$ cat config.mk
export PLATFORM = sky130hd
export DESIGN_NAME = draw_glyph_blitter
export DESIGN_NICKNAME = d
export VERILOG_FILES = /design/src/rtl/draw_pkg.sv /design/src/rtl/glyph_addr_gen.sv /design/src/rtl/draw_glyph_blitter.sv
export SDC_FILE = /design/constraint.sdc
export NUM_CORES = 1
export LEC_CHECK = 0
export CORE_ASPECT_RATIO = 2
export CORE_UTILIZATION = 48
export DETAILED_ROUTE_END_ITERATION = 6
export GPL_TIMING_DRIVEN = 0
export PLACE_DENSITY_LB_ADDON = 0.12
export SLEW_MARGIN = 20
export SYNTH_ARGS = -nofsm -noshare
export SYNTH_HDL_FRONTEND = slang
export SYNTH_SLANG_ARGS = --single-unit
$ cat constraint.sdc
create_clock -name clock -period 2.97 [get_ports clock]
set_input_delay 0.297 -clock clock [delete_from_list [all_inputs] [get_ports clock]]
set_output_delay 0.297 -clock clock [all_outputs]
set_load 0.03 [all_outputs]
$ cat src/rtl/draw_pkg.sv
// Shared screen geometry, glyph defaults and FSM state encoding for the VGA draw blitters.
package draw_pkg;

  localparam int DRAW_SCREEN_W   = 320;
  localparam int DRAW_SCREEN_H   = 240;
  localparam int DRAW_COORD_W    = 9;
  localparam int DRAW_COLOUR_W   = 3;
  localparam int DRAW_GLYPH_W    = 20;
  localparam int DRAW_GLYPH_H    = 32;
  localparam int DRAW_NUM_GLYPHS = 10;

  typedef logic [1:0] draw_state_t;

  localparam draw_state_t ST_IDLE  = 2'd0;
  localparam draw_state_t ST_SCAN  = 2'd1;
  localparam draw_state_t ST_FLUSH = 2'd2;
  localparam draw_state_t ST_DONE  = 2'd3;

  // Width able to hold values 0..n-1, never narrower than one bit.
  function automatic int cnt_width(input int n);
    return (n > 1) ? $clog2(n) : 1;
  endfunction

endpackage

$ cat src/rtl/glyph_addr_gen.sv
// Raster scanner over one glyph bitmap: x/y pixel counters and the ROM address
// glyph_base + row*GLYPH_W + column.
module glyph_addr_gen
  import draw_pkg::*;
#(
  parameter int GLYPH_W = DRAW_GLYPH_W,
  parameter int GLYPH_H = DRAW_GLYPH_H,
  parameter int IDX_W   = 4,
  parameter int ADDR_W  = 13,
  parameter int XC_W    = cnt_width(GLYPH_W),
  parameter int YC_W    = cnt_width(GLYPH_H)
) (
  input  logic              clk,
  input  logic              rst_n,
  input  logic              i_clear,
  input  logic              i_advance,
  input  logic [IDX_W-1:0]  i_idx,
  output logic [XC_W-1:0]   o_x,
  output logic [YC_W-1:0]   o_y,
  output logic              o_last,
  output logic [ADDR_W-1:0] o_addr
);

  localparam logic [ADDR_W-1:0] GLYPH_SZ = ADDR_W'(GLYPH_W * GLYPH_H);
  localparam logic [ADDR_W-1:0] ROW_SZ   = ADDR_W'(GLYPH_W);

  logic [XC_W-1:0] r_x;
  logic [YC_W-1:0] r_y;
  logic            w_x_end;
  logic            w_y_end;

  assign w_x_end = (r_x == XC_W'(GLYPH_W - 1));
  assign w_y_end = (r_y == YC_W'(GLYPH_H - 1));

  // Both counters wrap on the final pixel so the scanner is ready for the next glyph.
  always_ff @(posedge clk or negedge rst_n) begin
    if (!rst_n) begin
      r_x <= '0;
      r_y <= '0;
    end else if (i_clear) begin
      r_x <= '0;
      r_y <= '0;
    end else if (i_advance) begin
      if (w_x_end) begin
        r_x <= '0;
        r_y <= w_y_end ? '0 : r_y + YC_W'(1);
      end else begin
        r_x <= r_x + XC_W'(1);
      end
    end
  end

  assign o_x    = r_x;
  assign o_y    = r_y;
  assign o_last = w_x_end && w_y_end;
  assign o_addr = ADDR_W'(i_idx) * GLYPH_SZ + ADDR_W'(r_y) * ROW_SZ + ADDR_W'(r_x);

endmodule

$ cat src/rtl/draw_glyph_blitter.sv
// Glyph blitter: scans one bitmap out of the glyph ROM and plots it at a screen
// origin, clipping off-screen pixels and skipping the transparent colour.
module draw_glyph_blitter
  import draw_pkg::*;
#(
  parameter int GLYPH_W    = DRAW_GLYPH_W,
  parameter int GLYPH_H    = DRAW_GLYPH_H,
  parameter int NUM_GLYPHS = DRAW_NUM_GLYPHS,
  parameter int COORD_W    = DRAW_COORD_W,
  parameter int COLOUR_W   = DRAW_COLOUR_W,
  parameter int SCREEN_W   = DRAW_SCREEN_W,
  parameter int SCREEN_H   = DRAW_SCREEN_H,
  parameter bit KEY_EN     = 1'b1,
  parameter int KEY_COLOUR = 0,
  localparam int IDX_W     = cnt_width(NUM_GLYPHS),
  localparam int ADDR_W    = cnt_width(NUM_GLYPHS * GLYPH_W * GLYPH_H)
) (
  input  logic                clock,
  input  logic                reset,
  input  logic                start,
  input  logic [IDX_W-1:0]    glyph_idx,
  input  logic [COORD_W-1:0]  initialX,
  input  logic [COORD_W-1:0]  initialY,
  output logic                busy,
  output logic                done,
  output logic [ADDR_W-1:0]   rom_addr,
  input  logic [COLOUR_W-1:0] rom_data,
  output logic [COORD_W-1:0]  outputX,
  output logic [COORD_W-1:0]  outputY,
  output logic [COLOUR_W-1:0] colour,
  output logic                writeEn
);

  localparam int XC_W = cnt_width(GLYPH_W);
  localparam int YC_W = cnt_width(GLYPH_H);

  draw_state_t          r_state;
  draw_state_t          w_state_next;
  logic [IDX_W-1:0]     r_idx;
  logic [COORD_W-1:0]   r_x0;
  logic [COORD_W-1:0]   r_y0;
  logic                 r_pv;
  logic [XC_W-1:0]      r_px;
  logic [YC_W-1:0]      r_py;
  logic                 r_busy;
  logic                 r_done;
  logic                 r_we;
  logic [COORD_W-1:0]   r_ox;
  logic [COORD_W-1:0]   r_oy;
  logic [COLOUR_W-1:0]  r_col;

  logic                 w_idx_ok;
  logic                 w_accept;
  logic                 w_scan;
  logic                 w_last;
  logic [XC_W-1:0]      w_x_cnt;
  logic [YC_W-1:0]      w_y_cnt;
  logic [COORD_W:0]     w_sum_x;
  logic [COORD_W:0]     w_sum_y;
  logic                 w_keyed;
  logic                 w_plot;

  assign w_idx_ok = (32'(glyph_idx) < 32'(NUM_GLYPHS));
  assign w_accept = (r_state == ST_IDLE) && start && w_idx_ok;
  assign w_scan   = (r_state == ST_SCAN);

  glyph_addr_gen #(
    .GLYPH_W (GLYPH_W),
    .GLYPH_H (GLYPH_H),
    .IDX_W   (IDX_W),
    .ADDR_W  (ADDR_W),
    .XC_W    (XC_W),
    .YC_W    (YC_W)
  ) u_addr_gen (
    .clk       (clock),
    .rst_n     (reset),
    .i_clear   (w_accept),
    .i_advance (w_scan),
    .i_idx     (r_idx),
    .o_x       (w_x_cnt),
    .o_y       (w_y_cnt),
    .o_last    (w_last),
    .o_addr    (rom_addr)
  );

  // A rejected index still spends one cycle in FLUSH so its done pulse lands two cycles after start.
  always_comb begin
    w_state_next = r_state;
    case (r_state)
      ST_IDLE:  if (start) w_state_next = w_idx_ok ? ST_SCAN : ST_FLUSH;
      ST_SCAN:  if (w_last) w_state_next = ST_FLUSH;
      ST_FLUSH: w_state_next = ST_DONE;
      ST_DONE:  w_state_next = ST_IDLE;
      default:  w_state_next = ST_IDLE;
    endcase
  end

  // Sums keep the carry bit so an overflowing coordinate clips instead of wrapping on-screen.
  assign w_sum_x = {1'b0, r_x0} + (COORD_W + 1)'(r_px);
  assign w_sum_y = {1'b0, r_y0} + (COORD_W + 1)'(r_py);
  assign w_keyed = KEY_EN && (rom_data == COLOUR_W'(KEY_COLOUR));
  assign w_plot  = r_pv && !w_keyed &&
                   (w_sum_x < (COORD_W + 1)'(SCREEN_W)) &&
                   (w_sum_y < (COORD_W + 1)'(SCREEN_H));

  always_ff @(posedge clock or negedge reset) begin
    if (!reset) begin
      r_state <= ST_IDLE;
      r_idx   <= '0;
      r_x0    <= '0;
      r_y0    <= '0;
      r_pv    <= 1'b0;
      r_px    <= '0;
      r_py    <= '0;
      r_busy  <= 1'b0;
      r_done  <= 1'b0;
      r_we    <= 1'b0;
      r_ox    <= '0;
      r_oy    <= '0;
      r_col   <= '0;
    end else begin
      r_state <= w_state_next;
      if (w_accept) begin
        r_idx <= glyph_idx;
        r_x0  <= initialX;
        r_y0  <= initialY;
      end
      r_pv   <= w_scan;
      r_px   <= w_x_cnt;
      r_py   <= w_y_cnt;
      r_busy <= (w_state_next != ST_IDLE);
      r_done <= (r_state == ST_DONE);
      r_we   <= w_plot;
      if (w_plot) begin
        r_ox  <= w_sum_x[COORD_W-1:0];
        r_oy  <= w_sum_y[COORD_W-1:0];
        r_col <= rom_data;
      end
    end
  end

  assign busy    = r_busy;
  assign done    = r_done;
  assign writeEn = r_we;
  assign outputX = r_ox;
  assign outputY = r_oy;
  assign colour  = r_col;

endmodule

[Word level (Yosys, flattened, before mapping)]
Index checks and enable logic that the tools add are counted.
Widths: inputs -> output; s select.
Operators by class
  add/sub/neg operators: 6
  multiply operators: 2
  $lt $le $gt $ge: 3
  equality and inequality tests: 5
  multiplexer cells: 11
  reductions and logical operators: 13
Operator list (number)
  $mux 5: 7
  $add 9x5->10: 2
  $add 13x10->13: 1
  $add 13x5->13: 1
  $add 5x1->5 const B: 2
  $eq 5x5->1 const B: 2
  $lt 10x8->1 const B: 1
  $lt 10x9->1 const B: 1
  $mul 5x3->8 const B: 1
  $pmux 2 s4: 1
  $logic_and 1x1->1: 6
  $mul 4x3->6 const B: 1
  $mux 2: 3
  $reduce_bool 2->1: 3
  $eq 2x2->1 const B: 2
  $lt 4x4->1 const B: 1
  $logic_not 3->1: 1
  $eq 2x1->1 const B: 1
  $logic_not 2->1: 1
  $reduce_and 2->1: 1
  $logic_not 1->1: 1
Word-level totals
  flip-flop bits (word level): 69

[Longest topological paths before layout]
  depth after elaboration: 5
  gate-level depth with buffers: 12
  gate-level depth less buffers: 12

[Hierarchy]
From an unflattened synthesis, not the netlist that was laid out.
Second synthesis, totals
  cells, all modules: 365
  area total of the unflattened synthesis: 3875.0 um^2
By module, submodules not included
  draw_glyph_blitter: instances 1, cells an instance 236, area an instance 2710.1 um^2
  glyph_addr_gen: instances 1, cells an instance 129, area an instance 1164.9 um^2

[Worst setup path after synthesis]
No wires, ideal clock.
  kind: register to output
  start point: reg u_addr_gen.r_y[1], in the netlist u_addr_gen.o_y[1]
  end point: out rom_addr[12]
  data arrival time: 3.001 ns
  setup slack: -0.328 ns
  stages on the path, launching flop included: 13
  path buffers: 0
  cells stage by stage: dfrtp_1 ha_1 ha_1 fa_1 xor2_1 ha_1 nand3_1 a21oi_1 o21a_1 o21ai_0 nand2b_1 nand3_1 xnor2_1
Between the ends
  longest elaborated chain between the ends: 3
RTL lines
  from (decl): RTL line glyph_addr_gen.sv:28  | logic [YC_W-1:0] r_y;
  from (signal assigned): RTL line glyph_addr_gen.sv:46  | r_y <= w_y_end ? '0 : r_y + YC_W'(1);
  $mul 5x3->8: RTL line glyph_addr_gen.sv:56  | assign o_addr = ADDR_W'(i_idx) * GLYPH_SZ + ADDR_W'(r_y) * ROW_SZ + ADDR_W'(r_x);
  $add 13x10->13: RTL line glyph_addr_gen.sv:56
  $add 13x5->13: RTL line glyph_addr_gen.sv:56
  to (decl): RTL line draw_glyph_blitter.sv:26  | output logic [ADDR_W-1:0] rom_addr,
No other way between the ends.

[Worst setup path in the final report]
Ends and elaborated chain as after synthesis.

==> metrics <==
fin. max-slew vios 0; f_max 297 MHz; IO Port Bufs between 60 and 70; count of final setup violators 5; Sink Count just under 70; Finished Cell Area a little over 0.005 mm²; Mean Syn Cell Area roughly 11 µm²; dpl cell area between 0.004 and 0.005 mm²; share of cells above drive strength 1 0.209; Pwr per Cell Area between 1000 and 1500 mW/mm²; core area ~0.0075 mm²; H-tree depth 3; static leakage 2.42 nW; failing checks DRC, setup timing; WP buf/inv 1; Row Count 45; Final ANT Viol Nets 0; Distinct cells, synth approximately 50; Post-DP HPWL a little over 6 mm; total wire length ~8.2 mm; outcome complete, but fails checks; area leader, netlist dfrtp_1; dominant synthesized flop cell dfrtp_1; DR vias between 2k and 3k; number of nets in the layout around 500; post-layout util 0.671; FF-to-FF path depth 10; CTS root buf clkbuf_16; reg2reg start r_y0[0]; vias in the first global route approximately 2.8k; Area growth, synth to finish 36.1%; Worst path top cell family by delay adder cells; CP max stage cell dfrtp_2; max-capacitance violation count 0; Crit. path cell count 13; worst setup path startpoint u_addr_gen.o_y[1]; die area ~0.0081 mm²; Synth Warn # 0; CTS Buffer Depth 2; Post-synth EDFFs 0; GRT Total Usage 0.220; Setup Skew between 5 and 6 ps; CTS Buf Count 9; Crit path arrival time between 3000 and 4000 ps; Post-synth ARST share 1.00; first-pass GRT wire length around 13 mm; netlist area before placement around 0.0037 mm²; initial antenna violation count 0; CP cell instances ha_4, ha_4, fa_2, xor2_1, ha_1, nand3_2, a21oi_4, o21a_1, o21ai_2, nand2b_1, nand3_2, xnor2_4, buf_6; Initial DRC Count approximately 120; Clock Latency Late Sink around 330 ps; syn_nets ~400; kind of critical path flop to primary output; drt wl/cell roughly 15 µm; FF-to-FF End colour[1]; Max-slew headroom 0.562; largest net degree at the start of global routing 54; Initial Utilization 0.493; RSZ-0062 raised after global routing yes; ANT cells 0; first-pass iteration count of the detailed router 6; reg-to-reg slack, setup around 230 ps; CP Launch Type flop; worst endpoint required time roughly 2700 ps; CTS tree yes; Post-route DRC 1; Die Wd 64.3 µm; Hold Path Class input port to async pin; grt ovf 0; worst-margin pin slew approximately 650 ps; top cell type's share of synthesized area 0.464; Cells after Synth roughly 350; Synth area leaders dfrtp_1 (46%), ha_1 (9.4%), nand2_1 (7.4%), mux2_4 (6.9%), xnor2_1 (3.5%); crit path time final 3360 ps; Die H ~130 µm; clock transition at the registers of the reported paths roughly 60 ps; Placer Congestion 0.861; maximum fanout along the worst path 2; Vias/cell around 5.2; PnR worst setup slack -393 ps; VDD IR max about 0.8 mV; fin crit share 1.13; num ports between 60 and 70; final hold vios 0; post-synthesis sequential area ratio 0.464; max incr delay on CP 440 ps; #FFs+latches synth between 60 and 70; type of destination of the critical path primary output; crit path to rom_addr[12]
-- cells in the final DEF, fill, tap and decap left out, types with 3 or more instances in the layout --
cell and count:
ha_1 24, a21oi_1 16, nand2_1 73, fa_1 4, nand3_1 10, a21o_1 3, dfrtp_1 64, xnor2_1 13
xor2_1 10, clkbuf_16 9, o211ai_1 3, buf_6 6, nand2b_1 3, clkdlybuf4s50_1 56, a21oi_2 4, o21ai_0 7
nor3_1 4, inv_1 9, dfrtp_2 5, ha_4 3, and2_1 3, buf_4 17, nor2b_1 6, mux2_4 17
and3_1 3, nor2_1 15, clkbuf_1 5
-- report_power, final --
part	leakage [nW]	total [W]	internal (W)	switching (W)
sequential	0.860	0.00166	0.00134	0.000323
combinational	1.41	0.00296	0.00144	0.00152
clock	0.148	0.00109	0.000695	0.000395
-- cells by family (layout without fill, tap and decap cells) --
family	count (synthesis)	after routing	synth area share
flops	69	69	0.464
xor+xnor	26	26	0.0612
fa+ha+maj	33	33	0.121
compound gates	50	50	0.0861
buf+inv	19	114	0.0252
mux	20	20	0.0773
simple gates	134	134	0.165
-- what timing repair did --
item | CTS | global route
endpoints found under the setup margin | 7 | 6
gates resized for setup | 51 | 7
pin swaps | 8 | 2
hold buffers | 1 | 0
setup buffers | 8 | 5
endpoints found under the hold margin | 16 | 0
-- layer usage --
metal / track usage / part of all wire
met5: 0 / 0
met3: 0.0459 / 0.029
met4: 0.118 / 0.038
met1: 0.225 / 0.38
met2: 0.404 / 0.56
-- cell type report --
type / count / area (µm²)
fillers: 632 / 2480
inverters: 10 / 37.5
clock buffers: 11 / 253
well taps: 94 / 118
multi-input cells: 263 / 2030
clock inverters: 5 / 58.8
flip-flops and latches: 69 / 1730
plain buffers: 9 / 56.3
repair buffers: 79 / 776
-- cells in the mapped netlist, types with 2 or more instances --
master,count
ha_1,28
nor3_1,5
and2_1,3
dfrtp_1,69
o21a_1,2
o21ai_0,9
o22ai_1,2
buf_4,2
o211ai_1,3
xor2_1,11
nand3_1,12
a21oi_2,2
nand2_1,73
fa_1,5
inv_1,9
nand2b_1,3
or2_2,2
mux2_4,17
clkbuf_1,5
xnor2_1,15
a21o_1,3
a21oi_1,19
buf_6,2
nor2_1,16
and3_1,3
or3_1,2
mux2_2,2
nor2b_1,6
-- state kept, by name, summed over array words and instances (netlist names) --
register        cells
r_x0                9
r_pv                1
r_py                5
r_y0                9
r_idx               4
outputX             9
r_state             2
r_px                5
u_addr_gen.o_x      5
busy                1
outputY             9
done                1
writeEn             1
u_addr_gen.o_y      5
colour              3
-- through the flow --
stage | setup slack, ps | hold WS [ps] | power [W] | setup TNS (ps) | instances
after floorplan | 19.7 | 1.41 | 0.00361 | 0 | 351
after global placement | -761 | 466 | 0.00449 | -47560 | 509
after detailed placement | -768 | 183 | 0.00455 | -2700 | 510
after CTS | -328 | 373 | 0.00573 | -928 | 535
after global routing | -538 | 390 | 0.00604 | -1950 | 540
final | -393 | 374 | 0.00571 | -1250 | 540
-- how the worst min path moves through the flow --
| stage | from | end | cells past startpoint |
|---|---|---|---|
| final | reset | r_y0[1] | 2 |
| after global routing | reset | r_y0[1] | 2 |
| after CTS | reset | r_y0[1] | 2 |
| after detailed placement | reset | outputY[8] | 1 |
| after global placement | r_x0[0] | r_x0[0] | 2 |
| after floorplan | reset | busy | 0 |
No activity file was read; power rests on OpenSTA's default activity.
==> variant 1, RTL diff (config.mk and constraints unchanged) <==
`r_px` and `r_py` no longer have a reset.
--- a/src/rtl/draw_glyph_blitter.sv
+++ b/src/rtl/draw_glyph_blitter.sv
@@ -110,8 +110,6 @@
       r_x0    <= '0;
       r_y0    <= '0;
       r_pv    <= 1'b0;
-      r_px    <= '0;
-      r_py    <= '0;
       r_busy  <= 1'b0;
       r_done  <= 1'b0;
       r_we    <= 1'b0;
@@ -126,8 +124,6 @@
         r_y0  <= initialY;
       end
       r_pv   <= w_scan;
-      r_px   <= w_x_cnt;
-      r_py   <= w_y_cnt;
       r_busy <= (w_state_next != ST_IDLE);
       r_done <= (r_state == ST_DONE);
       r_we   <= w_plot;
@@ -139,6 +135,11 @@
     end
   end
 
+  always_ff @(posedge clock) begin
+    r_px <= w_x_cnt;
+    r_py <= w_y_cnt;
+  end
+
   assign busy    = r_busy;
   assign done    = r_done;
   assign writeEn = r_we;
Check against the original RTL: no difference found for any inputs over 10 cycles, from zero or initial values and one cycle with reset low; that may be too few to reach the edited logic, so the function may still have changed.
==> variant 1 against the original RTL <==
The flow finishes with violations (setup timing); setup slack improved by 0.070 ns; area after synthesis fell by 1.3%; utilization rose by 0.90 points; sequential share of layout area fell by 0.43 points; clock skew barely moved; worst hold slack got worse by 0.026 ns; sequential cell count did not move; maximum frequency rose by 2.1%; final area fell by 1.7%; clock power rose by 16%; power rose by 2.3%; via count fell by 2.0%; wire length fell by 0.91%; largest cell class unchanged.
==> variant 1: results (changes against the original RTL) <==
run status finished with violations; failing checks setup timing; worst setup skew after layout 0.005330 ns (-0.0002838 ns); dpl cells 508 (-0.39%); sequential-to-total area share from yosys stat 45.67% (-0.73 points); share of the synthesized area in compound gates (AO/OA/AOI/OAI) 8.725% (+0.12 points); weighted congestion reported at the end of routability-driven placement 0.8244 (-4.3%); XOR/XNOR share of the synthesized area 6.203% (+0.083 points); Arrival @ worst endpoint 3.00 ns (-0.07 ns); DPL Wire Length 6073 µm (-0.13%); all-layer global routing usage 22.38% (+0.37 points); Cell variety after synth 50 (+2.0%); Post-Synth Adder-Cell Area 12.27% (+0.17 points); largest net degree at the start of global routing 50 (-7.4%); vias in the first global route 2,931 (+3.5%); async set or reset register ratio after synthesis 85.51% (-14 points); final non-filler cell total 536 (-0.74%); Post-Syn Area per Cell 10.46 µm² (-1.3%); clock-pin transition on the worst setup and hold timing paths 0.06 ns (about the same); post-synthesis mux area share 7.839% (+0.11 points); maximum VDD drop 0.7980 mV (+0.17%); maximum net fanout on the critical path 2 (unchanged); commonest cells in the synthesized netlist sky130_fd_sc_hd__nand2_1, sky130_fd_sc_hd__dfrtp_1, sky130_fd_sc_hd__ha_1, sky130_fd_sc_hd__a21oi_1, sky130_fd_sc_hd__mux2_4; per-cell via count in the routed design 5.177 (-1.2%); biggest area contributors in the synthesized netlist sky130_fd_sc_hd__dfrtp_1, sky130_fd_sc_hd__ha_1, sky130_fd_sc_hd__nand2_1; global-route wire length before repair 13,560 µm (+1.2%); total count of max-transition violations in the final report 0 (unchanged); Site Rows 44 (-2.2%); drt first-iter violations 79 (-34%); total wire length 8172 µm (-0.91%); number of nets in the final layout 500 (-0.40%); Detailed Routing Iterations Pass 1 4 (-2); crit path setup slack, layout -0.3232 ns (+0.06955 ns); fraction of layout instances using a drive strength above 1 19.37% (-1.5 points); Setup WS pre-CTS -0.7595 ns (+0.008541 ns); count of final setup violators 4 (-1); Leak Pwr 2.371 nW (-1.9%); total placed instance area 4504 µm² (-1.2%); worst rel slew slack 58.16% (+1.9 points)
variant 1: changes by cell type after synthesis:
cell,delta
sky130_fd_sc_hd__dfxtp_1,+10
sky130_fd_sc_hd__dfrtp_1,-10
variant 1: timing repair:
item                                    in CTS  in global routing
endpoints found under the setup margin       7                  7
buffers inserted                             9                  2
hold buffers                                 1                  0
pin swaps                                   11                  2
resized for setup                           47                  6
endpoints found under the hold margin       10                  0
variant 1: layout make-up:
cell class,instances,area [µm²]
fill,572,2342
multi-input combinational,263,1982
timing repair buffer,77,747.0
clock inverter,5,106.4
tap,92,115.1
inverter,10,37.54
buffer,9,56.30
clock buffer,11,252.7
sequential,69,1683
variant 1: worst max-delay path: cells and delay by family, from the launching register on:
family | cells | cell delay [ns]
xor gates and xnor gates | 2 | 0.29
and+or+nand+nor | 2 | 0.18
buffers and inverters | 2 | 0.29
adders and majority gates | 4 | 1.11
AOI/OAI and AO/OA | 3 | 0.34
DFF | 1 | 0.45
variant 1: metal layers:
metal / vias to the layer above / global-route usage, % / share of wire [%]
met1: 1310 / 21.90 / 37
met2: 70 / 41.61 / 57
li1: 1377 / - / -
met5: - / 0 / 0
met3: 18 / 4.982 / 3.3
met4: 0 / 12.57 / 3.5
variant 1: final timing paths:
path | startpoint | end | slack, ns | cells past startpoint
min in group clock | r_x0[0]$_DFFE_PN0P_ | r_x0[0]$_DFFE_PN0P_ | 0.48 | 2
setup / recovery | u_addr_gen.o_y[1]$_DFFE_PN0P_ | rom_addr[10] | -0.32 | 13
hold / removal | reset | done$_DFF_PN0_ | 0.35 | 2
max in group asynchronous | reset | u_addr_gen.o_y[4]$_DFFE_PN0P_ | 2.14 | 3
setup reg to reg | r_y0[0]$_DFFE_PN0P_ | colour[2]$_DFFE_PN0P_ | 0.16 | 10
hold reg to reg | r_x0[0]$_DFFE_PN0P_ | r_x0[0]$_DFFE_PN0P_ | 0.48 | 2
variant 1: logic make-up (layout without fill, tap and decap cells):
kind of cell / Yosys count / count (layout)
simple gates: 134 / 134
flops: 69 / 69
buf+inv: 19 / 112
fa+ha+maj: 33 / 33
mux: 20 / 20
compound gates: 50 / 50
xor+xnor: 26 / 26
variant 1: where the power goes:
group | total, mW | switching (mW) | internal, mW | leakage, nW
Clock | 1.26 | 0.390 | 0.866 | 0.172
Sequential | 1.66 | 0.327 | 1.34 | 0.809
Combinational | 2.92 | 1.50 | 1.42 | 1.39
Total | 5.84 | 2.22 | 3.62 | 2.37
variant 1: metrics by stage:
| step | setup TNS [ns] | util [%] |
|---|---|---|
| CTS | -0.9188 | 67.91 |
| global placement | -19.82 | 61.18 |
| finish | -0.9831 | 68.01 |
| detailed placement | -2.776 | 61.52 |
| floorplan | 0 | - |
| global route | -1.690 | 68.01 |
==> variant 2, RTL diff (same settings) <==
Without the edit above. Change the parameter `KEY_EN` from 1'b1 to 1'b0.
--- a/src/rtl/draw_glyph_blitter.sv
+++ b/src/rtl/draw_glyph_blitter.sv
@@ -10,7 +10,7 @@
   parameter int COLOUR_W   = DRAW_COLOUR_W,
   parameter int SCREEN_W   = DRAW_SCREEN_W,
   parameter int SCREEN_H   = DRAW_SCREEN_H,
-  parameter bit KEY_EN     = 1'b1,
+  parameter bit KEY_EN     = 1'b0,
   parameter int KEY_COLOUR = 0,
   localparam int IDX_W     = cnt_width(NUM_GLYPHS),
   localparam int ADDR_W    = cnt_width(NUM_GLYPHS * GLYPH_W * GLYPH_H)
Behaviour: not the same (Yosys sat finds a counterexample within 4 cycles, from zero or initial values and one cycle with reset low).
==> variant 2 against the original RTL <==
The flow finishes with violations (setup timing); cell count is 1.1% higher; setup slack better by 0.18 ns; non-clock buffer count is 3 higher; power is 8.3% higher; first-iteration DRC count is 4.2% lower; sequential cell count stayed put; clock power is 13% lower; wire length hardly changed; clock skew hardly changed; area after synthesis is 0.40% higher; final area is 0.30% higher; critical path type unchanged; largest cell class unchanged; largest power group unchanged.
==> variant 2: results (changes against the original RTL) <==
run status finished with violations; failing checks setup timing; total wire length 8252 µm (about the same); weighted congestion reported at the end of routability-driven placement 0.8528 (-0.98%); final hold slack 0.3969 ns (+0.02318 ns); R2R setup slack 0.13 ns (-0.10 ns); largest net degree at the start of global routing 51 (-5.6%); number of filler instances in the final layout 615 (-2.7%); biggest area contributors in the synthesized netlist sky130_fd_sc_hd__dfrtp_1, sky130_fd_sc_hd__ha_1, sky130_fd_sc_hd__nand2_1; crit path setup slack, layout -0.2157 ns (+0.1771 ns); sequential-to-total area share from yosys stat 46.22% (-0.19 points); switch share 40.96% (+1.7 points); routed wire length per instance 15.11 µm (-1.0%); Leak Pwr 2.400 nW (-0.71%); vias in the first global route 3,002 (+6.0%); worst rel slew slack 43.05% (-13 points); net count after synthesis 417 (+1.2%); per-cell via count in the routed design 5.220 (-0.44%); maximum VDD drop 0.9751 mV (+22%); number of nets in the final layout 509 (+1.4%); dpl cells 515 (+0.98%); commonest cells in the synthesized netlist sky130_fd_sc_hd__nand2_1, sky130_fd_sc_hd__dfrtp_1, sky130_fd_sc_hd__ha_1, sky130_fd_sc_hd__a21oi_1, sky130_fd_sc_hd__xnor2_1; fraction of layout instances using a drive strength above 1 19.91% (-0.94 points); path category of the worst min-delay check primary input to async pin; P_clk 951 µW (-13%); cell at the root of the clock tree sky130_fd_sc_hd__clkbuf_16; global-route wire length before repair 13,520 µm (+0.93%); all-layer global routing usage 21.89% (-0.12 points); met2 wire len 4585 µm (-0.24%); worst setup skew after layout 0.005835 ns (+0.0002208 ns); drt first-iter violations 114 (-4.2%); count of final setup violators 4 (-1); Largest delay share family, worst path adder cells; Combinational Power 3.55 mW (+20%); maximum number of buffers from clock root to sink 2 (unchanged); htree depth 3 (unchanged); slowest cell on the critical path sky130_fd_sc_hd__dfrtp_2; Arrival @ worst endpoint 2.89 ns (-0.18 ns); number of antenna violations at the first check in global routing 0 (unchanged); wire length on met1 3071 µm (-0.97%); amount of wire on met3 after detailed routing 274 µm (+16%); DPL Wire Length 6080 µm (about the same); CTS buffer count 9 (unchanged); insertion delay to the later sink of the worst-skew pair 0.33 ns (about the same); Cell variety after synth 51 (+4.1%); number of standard cells after synthesis 356 (+1.4%); Detailed Routing Iterations Pass 1 4 (-2)
variant 2: cell count changes after synthesis, moves of 3 or more:
cell	delta
sky130_fd_sc_hd__nand2_1	+3
sky130_fd_sc_hd__inv_1	+5
sky130_fd_sc_hd__mux2_4	-3
sky130_fd_sc_hd__nand4_1	+3
sky130_fd_sc_hd__nor2b_1	-4
sky130_fd_sc_hd__nand3_1	-3
sky130_fd_sc_hd__o21a_1	+3
variant 2: final timing paths:
check | startpoint | to | cells past startpoint
worst max-delay path | u_addr_gen.o_y[1]$_DFFE_PN0P_ | rom_addr[12] | 12
worst max register to register | r_y0[0]$_DFFE_PN0P_ | colour[1]$_DFFE_PN0P_ | 9
worst min register to register | u_addr_gen.o_x[1]$_DFFE_PN0P_ | r_px[1]$_DFF_PN0_ | 0
worst min-delay path | reset | outputY[8]$_DFFE_PN0P_ | 2
max in group asynchronous | reset | u_addr_gen.o_y[2]$_DFFE_PN0P_ | 3
min in group clock | u_addr_gen.o_x[1]$_DFFE_PN0P_ | r_px[1]$_DFF_PN0_ | 0
variant 2: layer usage:
| layer | global-route usage, % | vias up |
|---|---|---|
| met5 | 0 | - |
| met4 | 12.42 | 0 |
| met3 | 4.406 | 22 |
| met2 | 39.88 | 66 |
| met1 | 22.47 | 1356 |
| li1 | - | 1406 |
variant 2: layout make-up:
cell class,instances,share of cell area (%)
Multi-Input combinational cell,263,40.33
Sequential cell,69,34.10
Timing Repair Buffer,82,15.62
Clock buffer,10,4.706
Tap cell,94,2.316
Buffer,9,1.355
Inverter,14,1.035
Clock inverter,5,0.5420
variant 2: repair_timing:
action,CTS,global route
hold buffers,1,0
cloned,0,0
resized for setup,54,11
endpoints found under the setup margin,21,23
pin swaps,18,16
hold endpoints to repair,19,0
setup buffers,9,7
variant 2: cells by family (layout without fill, tap and decap cells):
logic type / Yosys count / count (layout) / share of synthesized area (%)
simple gates: 127 / 127 / 15.24
flops: 69 / 69 / 46.22
compound gates: 59 / 59 / 10.48
fa+ha+maj: 33 / 33 / 12.06
xor+xnor: 24 / 24 / 5.626
buf+inv: 24 / 120 / 3.047
mux: 20 / 20 / 7.334
variant 2: per-stage QoR:
| step | utilization (%) | setup WS [ns] | total power [mW] | instance area [µm²] | setup TNS [ns] |
|---|---|---|---|---|---|
| 6_report | 67.31 | -0.2157 | 6.185 | 5079 | -0.5858 |
| 2_1_floorplan | - | 0.02048 | 3.917 | 3769 | 0 |
| 4_1_cts | 65.97 | -0.3299 | 6.116 | 4977 | -1.109 |
| 5_1_grt | 67.31 | -0.3075 | 6.588 | 5079 | -1.046 |
| 3_5_place_dp | 60.33 | -0.7634 | 4.968 | 4552 | -3.646 |
| 3_3_place_gp | 60.00 | -0.7244 | 4.901 | 4527 | -46.21 |
